<file path="src/rtl/rat_reduce.sv">
// rat_reduce: reduces an unsigned fraction num/den to lowest terms.
// A binary (Stein) GCD finds g, then two restoring dividers compute num/g
// and den/g in parallel. A zero denominator skips both phases and is
// reported through out_err.
module rat_reduce #(
   parameter int WIDTH = 32
) (
   input  logic             clk,
   input  logic             rst,
   input  logic             in_valid,
   output logic             in_ready,
   input  logic [WIDTH-1:0] in_num,
   input  logic [WIDTH-1:0] in_den,
   output logic             out_valid,
   input  logic             out_ready,
   output logic [WIDTH-1:0] out_num,
   output logic [WIDTH-1:0] out_den,
   output logic             out_err
);

   localparam int KW = $clog2(WIDTH) + 1;

   typedef enum logic [1:0] {S_IDLE, S_GCD, S_DIV, S_DONE} state_t;

   state_t           state_q, state_d;
   logic [WIDTH-1:0] a_q, a_d, b_q, b_d;
   logic [KW-1:0]    k_q, k_d;
   logic [WIDTH-1:0] num_q, num_d, den_q, den_d;
   logic [WIDTH-1:0] g_q, g_d;
   logic [KW-1:0]    cnt_q, cnt_d;
   logic [WIDTH-1:0] rem_n_q, rem_n_d, quo_n_q, quo_n_d;
   logic [WIDTH-1:0] rem_d_q, rem_d_d, quo_d_q, quo_d_d;
   logic             out_valid_q, out_valid_d;
   logic [WIDTH-1:0] out_num_q, out_num_d, out_den_q, out_den_d;
   logic             out_err_q, out_err_d;

   logic [WIDTH:0]   rn_sh, rd_sh;
   logic [WIDTH-1:0] rn_nx, rd_nx, qn_nx, qd_nx;
   logic [WIDTH-1:0] gcd_val;

   assign in_ready  = (state_q == S_IDLE) & ~rst;
   assign out_valid = out_valid_q;
   assign out_num   = out_num_q;
   assign out_den   = out_den_q;
   assign out_err   = out_err_q;

   // Next-state logic: divider steps, GCD steps and the handshake FSM.
   always_comb begin
      state_d     = state_q;
      a_d         = a_q;
      b_d         = b_q;
      k_d         = k_q;
      num_d       = num_q;
      den_d       = den_q;
      g_d         = g_q;
      cnt_d       = cnt_q;
      rem_n_d     = rem_n_q;
      quo_n_d     = quo_n_q;
      rem_d_d     = rem_d_q;
      quo_d_d     = quo_d_q;
      out_valid_d = out_valid_q;
      out_num_d   = out_num_q;
      out_den_d   = out_den_q;
      out_err_d   = out_err_q;

      // One restoring-division step each for num/g and den/g. The remainder
      // is always below g, so the WIDTH-bit subtraction cannot wrap.
      rn_sh = {rem_n_q, quo_n_q[WIDTH-1]};
      rd_sh = {rem_d_q, quo_d_q[WIDTH-1]};
      if (rn_sh >= {1'b0, g_q}) begin
         rn_nx = rn_sh[WIDTH-1:0] - g_q;
         qn_nx = {quo_n_q[WIDTH-2:0], 1'b1};
      end else begin
         rn_nx = rn_sh[WIDTH-1:0];
         qn_nx = {quo_n_q[WIDTH-2:0], 1'b0};
      end
      if (rd_sh >= {1'b0, g_q}) begin
         rd_nx = rd_sh[WIDTH-1:0] - g_q;
         qd_nx = {quo_d_q[WIDTH-2:0], 1'b1};
      end else begin
         rd_nx = rd_sh[WIDTH-1:0];
         qd_nx = {quo_d_q[WIDTH-2:0], 1'b0};
      end

      gcd_val = (a_q | b_q) << k_q;

      case (state_q)
         S_IDLE: begin
            if (in_valid) begin
               if (in_den == '0) begin
                  out_num_d   = in_num;
                  out_den_d   = '0;
                  out_err_d   = 1'b1;
                  out_valid_d = 1'b1;
                  state_d     = S_DONE;
               end else begin
                  a_d     = in_num;
                  b_d     = in_den;
                  k_d     = '0;
                  num_d   = in_num;
                  den_d   = in_den;
                  state_d = S_GCD;
               end
            end
         end
         S_GCD: begin
            if (a_q == '0 || b_q == '0) begin
               g_d     = gcd_val;
               cnt_d   = '0;
               rem_n_d = '0;
               rem_d_d = '0;
               quo_n_d = num_q;
               quo_d_d = den_q;
               state_d = S_DIV;
            end else if (!a_q[0] && !b_q[0]) begin
               a_d = a_q >> 1;
               b_d = b_q >> 1;
               k_d = k_q + KW'(1);
            end else if (!a_q[0]) begin
               a_d = a_q >> 1;
            end else if (!b_q[0]) begin
               b_d = b_q >> 1;
            end else if (a_q >= b_q) begin
               a_d = a_q - b_q;
            end else begin
               b_d = b_q - a_q;
            end
         end
         S_DIV: begin
            rem_n_d = rn_nx;
            quo_n_d = qn_nx;
            rem_d_d = rd_nx;
            quo_d_d = qd_nx;
            cnt_d   = cnt_q + KW'(1);
            if (cnt_q == KW'(WIDTH - 1)) begin
               out_num_d   = qn_nx;
               out_den_d   = qd_nx;
               out_err_d   = 1'b0;
               out_valid_d = 1'b1;
               state_d     = S_DONE;
            end
         end
         S_DONE: begin
            if (out_ready) begin
               out_valid_d = 1'b0;
               state_d     = S_IDLE;
            end
         end
         default: state_d = S_IDLE;
      endcase
   end

   // State registers; synchronous reset abandons any operation in flight.
   always_ff @(posedge clk) begin
      if (rst) begin
         state_q     <= S_IDLE;
         a_q         <= '0;
         b_q         <= '0;
         k_q         <= '0;
         num_q       <= '0;
         den_q       <= '0;
         g_q         <= '0;
         cnt_q       <= '0;
         rem_n_q     <= '0;
         quo_n_q     <= '0;
         rem_d_q     <= '0;
         quo_d_q     <= '0;
         out_valid_q <= 1'b0;
         out_num_q   <= '0;
         out_den_q   <= '0;
         out_err_q   <= 1'b0;
      end else begin
         state_q     <= state_d;
         a_q         <= a_d;
         b_q         <= b_d;
         k_q         <= k_d;
         num_q       <= num_d;
         den_q       <= den_d;
         g_q         <= g_d;
         cnt_q       <= cnt_d;
         rem_n_q     <= rem_n_d;
         quo_n_q     <= quo_n_d;
         rem_d_q     <= rem_d_d;
         quo_d_q     <= quo_d_d;
         out_valid_q <= out_valid_d;
         out_num_q   <= out_num_d;
         out_den_q   <= out_den_d;
         out_err_q   <= out_err_d;
      end
   end

endmodule

</file>
<file path="config.mk">
export PLATFORM = sky130hd
export DESIGN_NAME = rat_reduce
export DESIGN_NICKNAME = d
export VERILOG_FILES = /design/src/rtl/rat_reduce.sv
export SDC_FILE = /design/constraint.sdc
export NUM_CORES = 1
export LEC_CHECK = 0
export CAP_MARGIN = 40
export CORE_MARGIN = 1
export CORE_UTILIZATION = 32
export DETAILED_ROUTE_END_ITERATION = 6
export MAX_ROUTING_LAYER = met4
export SYNTH_ARGS = -nofsm -noshare
export SYNTH_HDL_FRONTEND = slang
export SYNTH_SLANG_ARGS = --single-unit
</file>
<file path="constraint.sdc">
create_clock -name clk -period 10.8 [get_ports clk]
set_input_delay 1.62 -clock clk [delete_from_list [all_inputs] [get_ports clk]]
set_output_delay 1.62 -clock clk [all_outputs]
set_load 0.005 [all_outputs]
</file>
==> results of run 1 <==
==> area by class of cell <==
type | instances | area share, %
timing repair buffer | 170 | 6.13
clock buffer | 56 | 4.17
inverter | 175 | 2.34
clock inverter | 16 | 1.01
sequential | 368 | 26.2
tap | 969 | 4.32
antenna | 7 | 0.0624
multi-input combinational | 2358 | 55.7
==> critical path, stage by stage (launching register included) <==
cell and delay (ns):
dfxtp_1 0.38, inv_1 0.20, ha_1 0.20, inv_1 0.05
fa_1 0.38, nor2b_1 0.19, o211ai_1 0.37, a21oi_2 0.21
a211oi_2 0.50, a211oi_4 0.18, or3_1 0.65, buf_6 0.26
o311ai_0 0.78, o211ai_1 0.18, a21oi_1 0.20
==> flip-flops by register name, indices dropped and copies added (netlist names), 32 cells and up <==
name     count
a_q         32
b_q         32
den_q       32
g_q         32
num_q       32
out_den     32
out_num     32
quo_d_q     32
quo_n_q     32
rem_d_q     32
rem_n_q     32
==> kinds of logic after synthesis <==
kind of cell | share of synthesized area [%]
AO/OA/AOI/OAI | 24.8
XOR/XNOR | 4.30
adder cells (fa/ha/maj) | 8.88
buffers and inverters | 6.21
flip-flops | 30.1
multiplexers | 7.63
AND/OR/NAND/NOR | 18.0
==> placed cells by master, fill, tap and decap left out, types with 8 or more instances in the layout <==
cell	instances
a211oi_1	91
a21o_1	56
a21oi_1	293
a221o_1	10
a221oi_1	45
a22oi_1	56
a311oi_1	8
a31oi_1	13
and2_1	8
and3_1	13
buf_4	29
clkbuf_16	41
clkbuf_8	9
clkdlybuf4s50_1	133
dfxtp_1	367
ha_1	165
inv_1	170
mux2_2	16
mux2i_1	139
mux4_2	13
nand2_1	329
nand2b_1	18
nand3_1	29
nand4_1	28
nor2_1	339
nor2b_1	32
nor3_1	47
nor3b_1	33
nor4_1	42
o211ai_1	25
o21a_1	11
o21ai_0	153
o21bai_1	18
o221ai_1	37
o22ai_1	16
o31ai_1	20
or2_2	13
or3_1	22
xnor2_1	88
xor2_1	32
==> how the worst max path moves through the flow <==
stage                          start  depth (start not counted)         end  slack, ns
final                         a_q[0]                         14     b_q[14]       5.97
after global routing          a_q[0]                         14     b_q[14]       5.88
after CTS                     a_q[0]                         14     b_q[14]       6.08
after detailed placement  in_den[25]                         12     a_q[23]       6.05
after global placement    in_den[25]                         10  out_num[4]       5.61
after floorplan                  rst                          3    in_ready       6.89
==> power groups by stage <==
| stage | Clock [mW] | Combinational [mW] | Sequential [mW] |
|---|---|---|---|
| finish | 1.54 | 5.76 | 2.01 |
| global route | 1.62 | 6.19 | 2.04 |
| CTS | 1.57 | 5.63 | 2.00 |
| detailed placement | 0 | 5.59 | 2.03 |
| global placement | 0 | 5.58 | 2.03 |
| floorplan | 0 | 3.92 | 1.89 |
==> layer usage <==
layer | track usage, % | vias to the layer above | share of wire (%)
met1 | 29.5 | 11000 | 45
met4 | 8.57 | 0 | 3.8
met5 | - | - | 0
li1 | - | 11200 | -
met2 | 34.0 | 844 | 44
met3 | 4.08 | 144 | 7.4
==> through the flow <==
step	instance area [µm²]	worst slack (ns)	hold slack, ns	total power, mW
finish	28100	5.97	0.453	9.31
global route	28100	5.88	0.473	9.85
CTS	28100	6.08	0.454	9.19
detailed placement	26600	6.05	0.445	7.61
global placement	26400	5.61	0.441	7.61
floorplan	24400	6.89	0.432	5.81
==> Yosys cell counts (6+ instances only) <==
library cell	count	area share, %
and2_1	9	0.23
o21ai_0	154	3.2
nor3b_1	33	1.0
buf_4	6	0.18
a21o_1	56	1.7
nand4_1	28	0.72
clkbuf_1	160	2.5
nor3_1	47	0.96
a31oi_1	13	0.33
ha_1	167	8.5
a311oi_1	8	0.29
or3_1	22	0.56
xnor2_1	88	3.2
o21bai_1	18	0.55
o221ai_1	37	1.3
or2_2	13	0.33
o211ai_1	25	0.77
o21a_1	11	0.34
a221o_1	10	0.41
nand3_1	30	0.61
mux2i_1	139	5.7
xor2_1	32	1.1
dfxtp_1	368	30
nand2b_1	18	0.46
a211oi_1	91	2.8
buf_1	20	0.31
a22oi_1	56	1.7
o31ai_1	20	0.61
buf_2	19	0.39
o31a_1	6	0.22
a221oi_1	45	1.6
nor4_1	42	1.1
a21oi_1	294	6.0
mux2_2	16	0.74
mux4_2	13	1.2
nor2_1	345	5.3
o22ai_1	16	0.41
nand2_1	330	5.1
inv_1	170	2.6
nor2b_1	32	0.82
and3_1	13	0.33
==> summary.md, run 1 <==
| Metric | Value |
|---|---|
| Input/output buffers | `around 130` |
| HPWL Detailed | `~65000 µm` |
| Gpl congestion | `between 0.9 and 1` |
| Resize count post-CTS | `0` |
| Post-Route WL | `86800 µm` |
| Initial core utilization | `between 30% and 40%` |
| DP Cell Count | `roughly 4.0k` |
| Clock Power Share | `around 17%` |
| Die X-Extent | `278 µm` |
| Top_reg_cell synth | `dfxtp_1` |
| Cell variety after synth | `80` |
| RSZ-0062 raised after global routing | `no` |
| Initial antenna violation count | `7` |
| Post-DRT Antenna Nets | `0` |
| Synth Warn # | `0` |
| WP data required | `about 11 ns` |
| Die Area | `approximately 77000 µm²` |
| Power Dens Cells | `around 330 nW/µm²` |
| Sw Share | `~50%` |
| Vias/cell | `roughly 5.6` |
| Final setup vio count | `0` |
| LEAKAGE | `roughly 10 nW` |
| FF-to-FF End | `b_q[14]` |
| Sequential share of power | `between 20% and 30%` |
| DRC viols | `0` |
| Post-CTS Setup Bufs | `0` |
| Combinational Power Share | `61.9%` |
| Final TNS setup | `0 ns` |
| Remaining global-route overflow | `0` |
| CTS Sinks | `around 370` |
| Fraction of layout cells with a size suffix above 1 | `under 10%` |
| Final Hold Fails | `0` |
| GR Util All Layers | `between 20 and 25%` |
| Area delta synth->final | `14.9%` |
| R2R setup slack | `roughly 6.0 ns` |
| Hold path cells | `2` |
| CP Max Fanout | `11` |
| Max Clock Skew | `0.0337 ns` |
| Initial DRC count | `between 2k and 2.5k` |
| Register area share after synthesis | `between 30% and 40%` |
| Reg area | `7370 µm²` |
| Hold Buf Count CTS | `0` |
| Syn nets | `3349` |
| Run status | `complete, no violations` |
| Wire per inst | `about 21 µm` |
| Largest net degree at the start of global routing | `88` |
| H-tree depth | `2` |
| Worst-path clk slew | `approximately 0.060 ns` |
| Vias in the first global route | `about 21k` |
| Mean Syn Cell Area | `roughly 8 µm²` |
| Multi-input logic area | `between 15000 and 20000 µm²` |
| Mapped cell area | `24400 µm²` |
| # fillers | `between 7k and 8k` |
| First-pass GRT wire length | `132000 µm` |
| #FFs+latches synth | `around 370` |
| WHS Endpoint | `den_q[8]` |
| TritonCTS Buffers | `slightly above 40` |
| Net Sw Power | `4.65 mW` |
| Clk_lat worst skew | `between 0.5 and 0.6 ns` |
| Die H | `278 µm` |
| Core Region | `between 70000 and 80000 µm²` |
| Worst hold path class | `register to register` |
| Crit start category | `register` |
| Synth Instances | `3110` |
| Hold Crit Start | `den_q[8]` |
| Critical path arrival | `5.33 ns` |
| Max VDD drop | `just over 0.2 mV` |
| Cell Int Power | `4.66 mW` |
| FFs w/ async S/R, synth | `0%` |
| Final cell count without fillers | `between 4k and 5k` |
| DR vias | `23.2k` |
| Clk buf depth | `3` |
| # rows | `100` |
| Pre-Repair DR Iteration Count | `6` |
| I/O pins | `approximately 140` |
| Util after Layout | `a little under two fifths` |
| Minimum clock period | `4.83 ns` |
| Fin. max-slew vios | `0` |
| CTS tree | `yes` |
| Max cap viols | `0` |
| Reg2reg start | `a_q[0]` |
| Slew HR | `between 30% and 40%` |
| F_max | `approximately 210 MHz` |
| Worst-case reg-to-reg path depth | `14` |
| Worst-margin pin slew | `between 1 and 1.5 ns` |
| CTS Root Cell | `clkbuf_16` |
| Post-synth EDFFs | `0` |
| Final period util | `approximately 45%` |
| Number of nets in the layout | `3353` |
| CP Capture Type | `register` |
| Setup CP Type | `register to register` |
Power figures use the tool's default switching activity.
==> run 2: changes to the inputs <==
- clock period: 10.8 -> 4.4 ns (I/O delays scaled with it)
==> run 2 against run 1 <==
Final cell count rose by 1.2%. The run now ends with design-rule violations left. Count of clock-buffer cells in the layout grew 3. Fmax is 18% higher. Critical endpoint is now a_q[4]. Worst hold slack got worse by 0.033 ns. Clock skew up 0.025 ns. First-iteration DRC count fell by 6.6%. Core utilization is 0.54 points higher. Flip-flop and latch count unchanged.
==> summary.md, run 2 (synthesis results as in run 1) <==
| Metric | Value |
|---|---|
| Run status | `finished, violations left` |
| Critical path origin | `a_q[12]` |
| H-tree depth | `2` |
| Worst-path clk slew | `0.06 ns` |
| Final TNS setup | `0 ns` |
| Initial core utilization | `about 33%` |
| Core Region | `74900 µm²` |
| Die Area | `between 70000 and 80000 µm²` |
| TritonCTS Buffers | `42` |
| Reg2reg start | `a_q[12]` |
| Power Dens Cells | `800 nW/µm²` |
| Initial antenna violation count | `1` |
| Max incr delay on CP | `about 0.56 ns` |
| FF-to-FF End | `a_q[4]` |
| Most frequent cells in the layout | `dfxtp_1 (367), nor2_1 (339), nand2_1 (329)` |
| Crit start category | `register` |
| Util after Layout | `between 30% and 40%` |
| Max VDD drop | `~0.46 mV` |
| Fin. max-slew vios | `0` |
| Number of nets in the layout | `around 3.4k` |
| Final period util | `92.6%` |
| CP Max Fanout | `19` |
| Slew HR | `40.5%` |
| Initial DRC count | `1942` |
| Setup CP Type | `register to register` |
| Resize count post-CTS | `0` |
| Largest net degree at the start of global routing | `134` |
| First-pass GRT wire length | `134000 µm` |
| Max cap viols | `0` |
| Die H | `roughly 280 µm` |
| Reg area | `~7400 µm²` |
| Area delta synth->final | `16.6%` |
| CTS Root Cell | `clkbuf_16` |
| RSZ-0062 raised after global routing | `no` |
| CP Capture Type | `register` |
| WP data required | `4.89 ns` |
| GR Util All Layers | `between 20% and 30%` |
| F_max | `roughly 250 MHz` |
| Input/output buffers | `about 130` |
| Pre-Repair DR Iteration Count | `7` |
| Clk_lat worst skew | `around 0.62 ns` |
| # rows | `100` |
| DRC viols | `1` |
| Gpl congestion | `1.01` |
| I/O pins | `~140` |
| Fraction of layout cells with a size suffix above 1 | `about 7.4%` |
| Sequence of cells on the critical path | `inv_1 -> ha_1 -> or4_4 -> nor3_1 -> and2_2 -> a211oi_2 -> a211oi_4 -> o41a_2 -> o21a_1 -> buf_12 -> o221ai_1 -> a21oi_1` |
| CTS tree | `yes` |
| Remaining global-route overflow | `0` |
| DR vias | `23.4k` |
| Pwr Total | `roughly 23 mW` |
| Post-DRT Antenna Nets | `0` |
| Worst hold path class | `input pin to register` |
| Clk buf depth | `3` |
| Die X-Extent | `approximately 280 µm` |
| Crit-path slowest cell | `or4_4` |
| CTS Sinks | `between 300 and 400` |
| LEAKAGE | `10.7 nW` |
| Hold Buf Count CTS | `0` |
| Final Hold Fails | `0` |
| Vias in the first global route | `around 22k` |
| R2R setup slack | `between 0.3 and 0.4 ns` |
| Hold WS | `0.420 ns` |
| Final setup vio count | `0` |
| Post-CTS Setup Bufs | `0` |
| Critical path arrival | `4.57 ns` |
| Most common cell after layout, fill and taps aside | `dfxtp_1` |
| Worst-margin pin slew | `0.892 ns` |
| Vias/cell | `~5.6` |
| Wire per inst | `approximately 21 µm` |
| Failing checks | `design-rule violations` |
| Max Clock Skew | `about 0.059 ns` |
| # fillers | `7731` |
| Multi-input logic area | `~16000 µm²` |
| Worst-case reg-to-reg path depth | `12` |
| Minimum clock period | `a little over 4 ns` |
| End point of the critical path | `a_q[4]` |
| Post-Route WL | `slightly below 90000 µm` |
| HPWL Detailed | `roughly 66000 µm` |
[run 2: cell types whose count changed in the layout (fill, tap and decap cells not counted), sizes merged]
| cell | previous run | this run |
|---|---|---|
| clkinvlp | 1 | 2 |
| bufinv | 6 | 4 |
| buf | 37 | 87 |
| diode | 7 | 1 |
| clkinv | 11 | 13 |
| clkbuf | 56 | 59 |
[run 2: stage by stage]
step	instance area [µm²]	instances	worst slack [ns]
2_1_floorplan	24400	3110	0.976
3_3_place_gp	26900	4085	0.524
3_5_place_dp	27000	4090	0.417
4_1_cts	28500	4166	0.383
5_1_grt	28500	4167	0.144
6_report	28500	4167	0.325
[run 2: layout make-up]
type	instances	share of cell area [%]
antenna	1	0.00878
clock buffer	59	4.16
clock inverter	17	0.896
inverter	175	2.31
multi-input combinational	2358	54.9
sequential	368	25.9
tap	969	4.26
timing repair buffer	220	7.56
[run 2: worst max-delay path: cells and delay by family (launching register included)]
kind / cells / cell delay [ns]
simple gates: 3 / 1.18
flops: 1 / 0.39
fa+ha+maj: 1 / 0.44
buf+inv: 2 / 0.39
compound gates: 6 / 1.55
[run 2: worst min path at each step]
stage	slack, ns	end	start	cells past startpoint
finish	0.42	a_q[30]	rst	2
global route	0.42	g_q[29]	rst	2
global placement	0.44	num_q[17]	num_q[17]	2
detailed placement	0.45	num_q[29]	num_q[29]	2
floorplan	0.43	num_q[0]	num_q[0]	2
CTS	0.40	a_q[30]	rst	2
[run 2: routing by layer]
metal,vias to the layer above,part of all wire (%),track usage (%)
li1,11300,-,-
met3,191,7.1,3.32
met2,838,45,35.4
met5,-,0,-
met4,0,4.4,9.52
met1,11100,44,29.3
[run 2: where the power goes]
group / total (mW) / switching (mW) / leakage, nW / internal (mW)
combinational: 14.2 / 8.82 / 7.03 / 5.41
sequential: 4.85 / 0.750 / 3.00 / 4.10
clock: 3.73 / 1.59 / 0.698 / 2.14
total: 22.8 / 11.2 / 10.7 / 11.6
